### src/rtl/vram_arb.sv
// VRAM arbiter: video has absolute priority, regs and blit share the rest round-robin.
// Grants are combinational; read data returns one cycle later, tagged to the winner.
module vram_arb #(
   parameter int STALL_W = 16
) (
   input  logic               clk,
   input  logic               reset,
   input  logic               vid_req_i,
   input  logic [15:0]        vid_addr_i,
   output logic               vid_ack_o,
   output logic               vid_rd_valid_o,
   input  logic               regs_req_i,
   input  logic               regs_wr_i,
   input  logic [15:0]        regs_addr_i,
   input  logic [15:0]        regs_data_i,
   output logic               regs_ack_o,
   output logic               regs_rd_valid_o,
   input  logic               blit_req_i,
   input  logic               blit_wr_i,
   input  logic [15:0]        blit_addr_i,
   input  logic [15:0]        blit_data_i,
   output logic               blit_ack_o,
   output logic               blit_rd_valid_o,
   output logic               vram_sel_o,
   output logic               vram_wr_o,
   output logic [15:0]        vram_addr_o,
   output logic [15:0]        vram_data_o,
   input  logic [15:0]        vram_data_i,
   output logic [15:0]        rd_data_o,
   output logic [STALL_W-1:0] stall_cnt_o
);

   typedef enum logic [1:0] {SRC_NONE, SRC_VID, SRC_REGS, SRC_BLIT} src_t;

   src_t               gnt;
   src_t               rd_tag;
   logic               blit_last;   // 1: blit won the last regs/blit grant, so regs wins a tie
   logic [STALL_W-1:0] stall_cnt;
   logic [1:0]         req_cnt;
   logic               denied;
   logic               rd_any;

   always_comb begin
      gnt = SRC_NONE;
      if (!reset) begin
         if (vid_req_i)                    gnt = SRC_VID;
         else if (regs_req_i && blit_req_i) gnt = blit_last ? SRC_REGS : SRC_BLIT;
         else if (regs_req_i)              gnt = SRC_REGS;
         else if (blit_req_i)              gnt = SRC_BLIT;
      end
   end

   always_comb begin
      vid_ack_o   = (gnt == SRC_VID);
      regs_ack_o  = (gnt == SRC_REGS);
      blit_ack_o  = (gnt == SRC_BLIT);
      vram_sel_o  = (gnt != SRC_NONE);
      vram_wr_o   = 1'b0;
      vram_addr_o = '0;
      vram_data_o = '0;
      case (gnt)
         SRC_VID:  vram_addr_o = vid_addr_i;
         SRC_REGS: begin
            vram_wr_o   = regs_wr_i;
            vram_addr_o = regs_addr_i;
            vram_data_o = regs_data_i;
         end
         SRC_BLIT: begin
            vram_wr_o   = blit_wr_i;
            vram_addr_o = blit_addr_i;
            vram_data_o = blit_data_i;
         end
         default: ;
      endcase
   end

   // With one grant per cycle, a request is denied whenever requests outnumber grants.
   assign req_cnt = {1'b0, vid_req_i} + {1'b0, regs_req_i} + {1'b0, blit_req_i};
   assign denied  = req_cnt > {1'b0, vram_sel_o};

   always_ff @(posedge clk) begin
      if (reset) begin
         blit_last <= 1'b1;
         rd_tag    <= SRC_NONE;
         stall_cnt <= '0;
      end else begin
         if (gnt == SRC_REGS) blit_last <= 1'b0;
         if (gnt == SRC_BLIT) blit_last <= 1'b1;
         rd_tag <= (gnt != SRC_NONE && !vram_wr_o) ? gnt : SRC_NONE;
         if (denied && stall_cnt != '1)
            stall_cnt <= stall_cnt + {{(STALL_W-1){1'b0}}, 1'b1};
      end
   end

   // Gating with reset drops a read whose data would land in the reset cycle.
   assign rd_any          = !reset && rd_tag != SRC_NONE;
   assign vid_rd_valid_o  = !reset && rd_tag == SRC_VID;
   assign regs_rd_valid_o = !reset && rd_tag == SRC_REGS;
   assign blit_rd_valid_o = !reset && rd_tag == SRC_BLIT;
   assign rd_data_o       = rd_any ? vram_data_i : '0;
   assign stall_cnt_o     = stall_cnt;

endmodule

### config.mk
export PLATFORM = sky130hd
export DESIGN_NAME = vram_arb
export DESIGN_NICKNAME = d
export VERILOG_FILES = /design/src/rtl/vram_arb.sv
export SDC_FILE = /design/constraint.sdc
export NUM_CORES = 1
export LEC_CHECK = 0
export CAP_MARGIN = 20
export CORE_UTILIZATION = 31
export CTS_BUF_LIST = sky130_fd_sc_hd__clkbuf_2 sky130_fd_sc_hd__clkbuf_4 sky130_fd_sc_hd__clkbuf_8
export DETAILED_ROUTE_END_ITERATION = 12
export PLACE_DENSITY_LB_ADDON = 0.2
export SLEW_MARGIN = 0
export SYNTH_ARGS = -nofsm -noshare
export SYNTH_HDL_FRONTEND = slang
export SYNTH_SLANG_ARGS = --single-unit
### constraint.sdc
create_clock -name clk -period 6.7 [get_ports clk]
set_clock_uncertainty 0.2 [all_clocks]
set_input_delay 1.005 -clock clk [delete_from_list [all_inputs] [get_ports clk]]
set_output_delay 1.005 -clock clk [all_outputs]
set_load 0.05 [all_outputs]
==> results of run 1 <==
worst max-delay path by stage:
| stage | to | cells past startpoint | startpoint | slack (ns) |
|---|---|---|---|---|
| after global placement | vram_addr_o[1] | 6 | reset | 1.59 |
| after detailed placement | vram_addr_o[1] | 6 | reset | 1.56 |
| final | vram_addr_o[1] | 6 | reset | 1.54 |
| after CTS | vram_addr_o[1] | 6 | reset | 1.55 |
| after floorplan | stall_cnt_o[7] | 8 | reset | 2.45 |
| after global routing | vram_addr_o[1] | 6 | reset | 1.37 |
cells by family after synthesis:
| logic type | synth area share [%] |
|---|---|
| and+or+nand+nor | 29.2 |
| DFF | 24.0 |
| muxes | 2.84 |
| adders and majority gates | 2.84 |
| AOI/OAI and AO/OA | 32.5 |
| buffers and inverters | 8.53 |
routing by layer:
metal  GRT usage [%]  routed length (um)  vias up
met1            30.9                2920     1081
met3            5.08                 487       24
met4            14.1                 358        0
met2            50.9                4120      115
li1                -                   -     1106
met5               0                   0        -
per-stage QoR:
stage	hold WS (ns)	area, um2	worst slack [ns]
2_1_floorplan	0.316	1580	2.45
3_3_place_gp	0.318	3370	1.59
3_5_place_dp	0.330	3370	1.56
4_1_cts	0.340	3420	1.55
5_1_grt	0.391	3430	1.37
6_report	0.340	3430	1.54
sequential cells by signal, summed over array words and instances, names as in the netlist:
signal / cells
stall_cnt_o: 16
blit_last: 1
rd_tag: 2
cell type report:
cell class,instances,area (um2)
Timing Repair Buffer,176,1760
Fill cell,398,1390
Multi-Input combinational cell,145,1070
Sequential cell,19,380
Inverter,23,86.3
Tap cell,67,83.8
Clock buffer,4,48.8
cell usage in the layout (no fill, tap or decap), types with 2 or more instances in the layout:
master	instances
clkbuf_8	3
nor4_1	2
a222oi_1	16
dfxtp_1	19
nor3_1	4
and3_1	4
ha_1	2
or4_1	2
o21a_1	2
o31ai_1	2
o21ai_0	6
nand2_1	5
nand3_1	4
o311ai_0	2
nor2b_1	4
a22o_1	17
nor2_1	14
nand4_1	5
o41ai_1	2
clkdlybuf4s50_1	174
and2_1	17
inv_1	23
o211ai_1	2
or3_1	3
nor4b_1	2
a21oi_1	9
nor3b_1	2
mux2_2	4
worst max-delay path, cell delays in order:
cell and delay, ns:
clkdlybuf4s50_1 0.54, nor2_1 0.24, o211a_1 0.86, a222oi_1 0.37, inv_1 0.13, clkdlybuf4s50_1 0.80
where the power goes:
part	switching [mW]	total, mW	leakage [nW]	internal, mW
clock network	0.0390	0.0854	0.0262	0.0464
logic	0.123	0.228	1.18	0.105
registers	0.00482	0.121	0.154	0.117
==> impl_results.md, run 1 <==
- Site row count: 25
- FFs w/ async S/R, synth: 0%
- Drt first pass iters: 5
- Final HPWL from detailed placement: 6.43 mm
- CP max FO: 34
- Pin count of the biggest net entering global routing: 35
- Pleak: 1.36 nW
- Most frequent cell after synthesis: inv_1
- Antenna cells: 0
- Total Wirelength: 7.89 mm
- Max rail drop VDD: 0.0895 mV
- Worst hold stages: 2
- Status: completed
- GRT overflow: 0
- Maximum capacitance violations: 0
- Net count, final: 474
- Initial DRC count: 146
- Reg-to-Reg End: stall_cnt_o[15]
- Vias per cell: 5.36
- Final ANT Viol Nets: 0
- Fmax: 194 MHz
- Ys flop type: dfxtp_1
- Non-filler cells, final: 434
- Setup crit end kind: output pin
- First-pass GRT wire length: 11.2 mm
- Worst hold path endpoint: stall_cnt_o[13]
- Die height: 73.5 um
- Routability cong.: 1.03
- Post-synth EDFFs: 0
- Post-CTS Setup Inserts: 0
- Synth top area cells: dfxtp_1, a222oi_1, a22o_1
- IO Port Bufs: 174
- TritonCTS clock tree: done
- Sink Count: 19
- Worst slew pin tran: 1.10 ns
- H-Tree Depth: 1
- Crit path kind: primary input to output pin
- Hold WC Path Type: flip-flop to flip-flop
- Syn avg cell area: 7.92 um2
- Worst Path Required: 5.49 ns
- Final setup fails: 0
- Synthesis Warnings: 0
- Routed len/inst: 18.2 um
- Syn nets: 306
- Final Cycle Share: 77.0%
- Sequential-to-total area share from yosys stat: 24.0%
- Vias in the first global route: 2218
- Area of the die: 5400 um2
- Worst EP arrival: 3.95 ns
- RSZ-0062 raised after global routing: no
- Residual DRC: 0
- CP Launch Type: primary input
- Tmin final: 5.16 ns
- Cell count after synthesis: 200
- Clk slew on worst S/H paths: 0.07 ns
- Max-Slew Margin vs Limit: 26.6%
- Syn-to-layout area delta: 117%
- Max Slew Vio Count: 0
- Yosys top cell area share: 24.0%
- Cell Pwr Density: 127 nW/um2
- Num CTS Buffers: 3
- Cts repair resizes: 0
- Worst r2r path cells: 4
- Core area: 4820 um2
- Initial antenna violation count: 0
- Hold_buf cts: 0
- Setup TNS: 0 ns
- Final Hold Fails: 0
- Reg2reg start: stall_cnt_o[2]
- Via count: 2326
- Overall Global Routing Usage: 28.0%
- Flop-to-flop setup slack: 4.55 ns
- Placed cells: 429
- Initial Utilization: 32.9%
- Seq cells post-synth: 19
- HP Start: stall_cnt_o[13]
- Dominant cell type by area after synthesis: dfxtp_1
- Clock Path Buffers: 2
- Most frequent cells after synthesis: inv_1, dfxtp_1, a22o_1, and2_1, a222oi_1
- Clock Latency Late Sink: 0.26 ns
- Die W: 73.5 um
- Clock Root Buffer: clkbuf_8
- # IOs: 175
- Post-Syn Area: 1580 um2
- Final Util: 71.2%
- Layout cell share with drive strength beyond 1: 4.36%
- Count of cell types in the netlist: 40
- PnR Total Power: 434 uW
(Power assumes the default switching activity.)
==> run 2, diff against run 1 <==
--- a/config.mk
+++ b/config.mk
@@ -6,7 +6,7 @@
 export NUM_CORES = 1
 export LEC_CHECK = 0
 export CAP_MARGIN = 20
-export CORE_UTILIZATION = 31
+export CORE_UTILIZATION = 29
 export CTS_BUF_LIST = sky130_fd_sc_hd__clkbuf_2 sky130_fd_sc_hd__clkbuf_4 sky130_fd_sc_hd__clkbuf_8
 export DETAILED_ROUTE_END_ITERATION = 12
 export PLACE_DENSITY_LB_ADDON = 0.2
==> constraint.sdc (replaced) <==
create_clock -name clk -period 4.9 [get_ports clk]
set_clock_uncertainty 0.2 [all_clocks]
set_input_delay 0.735 -clock clk [delete_from_list [all_inputs] [get_ports clk]]
set_output_delay 0.735 -clock clk [all_outputs]
set_load 0.05 [all_outputs]
==> run 2 against run 1 <==
Compared with the run above: setup slack worse by 0.62 ns; sequential power rose by 37%; largest cell class unchanged; clock power increased by 33%; critical path type unchanged; non-clock buffer count up 3; first-iteration DRC count down 17%; die area is 6.7% higher.
==> impl_results.md, run 2 (synthesized netlist as in run 1, its figures left out) <==
- Clock Path Buffers: 2
- Sw Share: 37.2%
- TritonCTS clock tree: done
- Pleak: 1.49 nW
- Final Cycle Share: 81.2%
- Crit path kind: primary input to output pin
- Initial DRC count: 121
- Hold_buf cts: 0
- Clock Root Buffer: clkbuf_8
- Fmax: 251 MHz
- Area of the die: 5760 um2
- Placed inst area: 3550 um2
- Die W: 75.9 um
- GRT overflow: 0
- Antenna cells: 0
- RSZ-0062 raised after global routing: no
- Setup crit end kind: output pin
- Total Wirelength: 7.22 mm
- Status: completed
- Routability cong.: 0.846
- Fin area: 3600 um2
- Hold WC Path Type: flip-flop to flip-flop
- Most common cell after layout, fill and taps aside: clkdlybuf4s50_1
- Num CTS Buffers: 3
- Worst EP arrival: 3.04 ns
- Core area: 5170 um2
- Clock Latency Late Sink: 0.26 ns
- Final setup fails: 0
- CP Launch Type: primary input
- First-pass GRT wire length: 11.4 mm
- Pin count of the biggest net entering global routing: 21
- CP max FO: 16
- Final HPWL from detailed placement: 6.05 mm
- Clk pwr share: 18.7%
- Comb power frac: 54.0%
- Vias in the first global route: 2255
- Net Switching: 227 uW
- # IOs: 175
- Max reg flops: 16
- Overall Global Routing Usage: 25.0%
- Int Pwr: 383 uW
- Drt first pass iters: 6
- Final ANT Viol Nets: 0
- Worst slew pin tran: 0.698 ns
- Clk slew on worst S/H paths: 0.07 ns
- Initial Utilization: 30.6%
- Syn-to-layout area delta: 127%
- Final Hold Fails: 0
- Sink Count: 19
- Via count: 2328
- Site row count: 26
- Cell Pwr Density: 170 nW/um2
- IO Port Bufs: 174
- CP Cell Sequence: clkdlybuf4s50_1 -> nor2_1 -> and2_1 -> clkdlybuf4s50_1
- Layout cell share with drive strength beyond 1: 14.6%
- Slowest stage delay, CP: 0.81 ns
- Routed len/inst: 16.4 um
- Setup TNS: 0 ns
- Max Slew Vio Count: 0
- Residual DRC: 0
- Maximum capacitance violations: 0
- Vias per cell: 5.29
- Net count, final: 477
- Max-Slew Margin vs Limit: 53.3%
- Worst Path Required: 3.96 ns
- Initial antenna violation count: 0
- Worst path slowest cell: clkdlybuf4s50_1
- Post-CTS Setup Inserts: 0
- Most frequent cells in the layout: clkdlybuf4s50_1, inv_1, buf_4, dfxtp_1, buf_12
- Sequential cell fraction of total power: 27.3%
- Tmin final: 3.98 ns
- H-Tree Depth: 1
- Cts repair resizes: 0
- Max rail drop VDD: 0.0908 mV
- CP dominant cell by count: clkdlybuf4s50_1
- Die height: 75.9 um
[run 2: critical path: cells and delay by family]
kind          cells  cell delay (ns)
buf+inv           2             1.43
simple gates      2             0.87
[run 2: routing by layer]
metal	part of all wire (%)	global-route usage [%]
met4	2.9	9.62
met3	5.7	3.37
met2	56	48.7
met1	36	26.8
met5	0	0
[run 2: final timing paths]
check                        from               to  slack, ns  depth (start not counted)
setup / recovery            reset     rd_data_o[8]       0.92                          4
hold / removal    stall_cnt_o[13]  stall_cnt_o[13]       0.34                          2
setup reg to reg   stall_cnt_o[2]  stall_cnt_o[15]       2.74                          4
hold reg to reg   stall_cnt_o[13]  stall_cnt_o[13]       0.34                          2
[run 2: power groups by stage]
stage	Sequential, mW	Combinational (mW)	Clock, mW
5_1_grt	0.167	0.345	0.125
2_1_floorplan	0.180	0.144	0
3_3_place_gp	0.170	0.327	0
4_1_cts	0.166	0.331	0.118
3_5_place_dp	0.170	0.330	0
6_report	0.166	0.330	0.114
[run 2: cell type report]
| class | count | area [um2] |
|---|---|---|
| fillers | 409 | 1570 |
| inverters | 23 | 86.3 |
| well taps | 70 | 87.6 |
| repair buffers | 179 | 1930 |
| flip-flops and latches | 19 | 380 |
| clock buffers | 4 | 48.8 |
| multi-input cells | 145 | 1070 |
[run 2: metrics by stage]
stage	util [%]	total power [mW]	hold WS, ns	cells	setup WS [ns]
detailed placement	68.7	0.500	0.334	436	0.921
CTS	69.6	0.615	0.343	440	0.963
finish	69.6	0.611	0.342	440	0.922
global route	69.6	0.637	0.392	440	0.715
floorplan	-	0.323	0.316	200	0.918
global placement	68.7	0.497	0.318	436	0.970
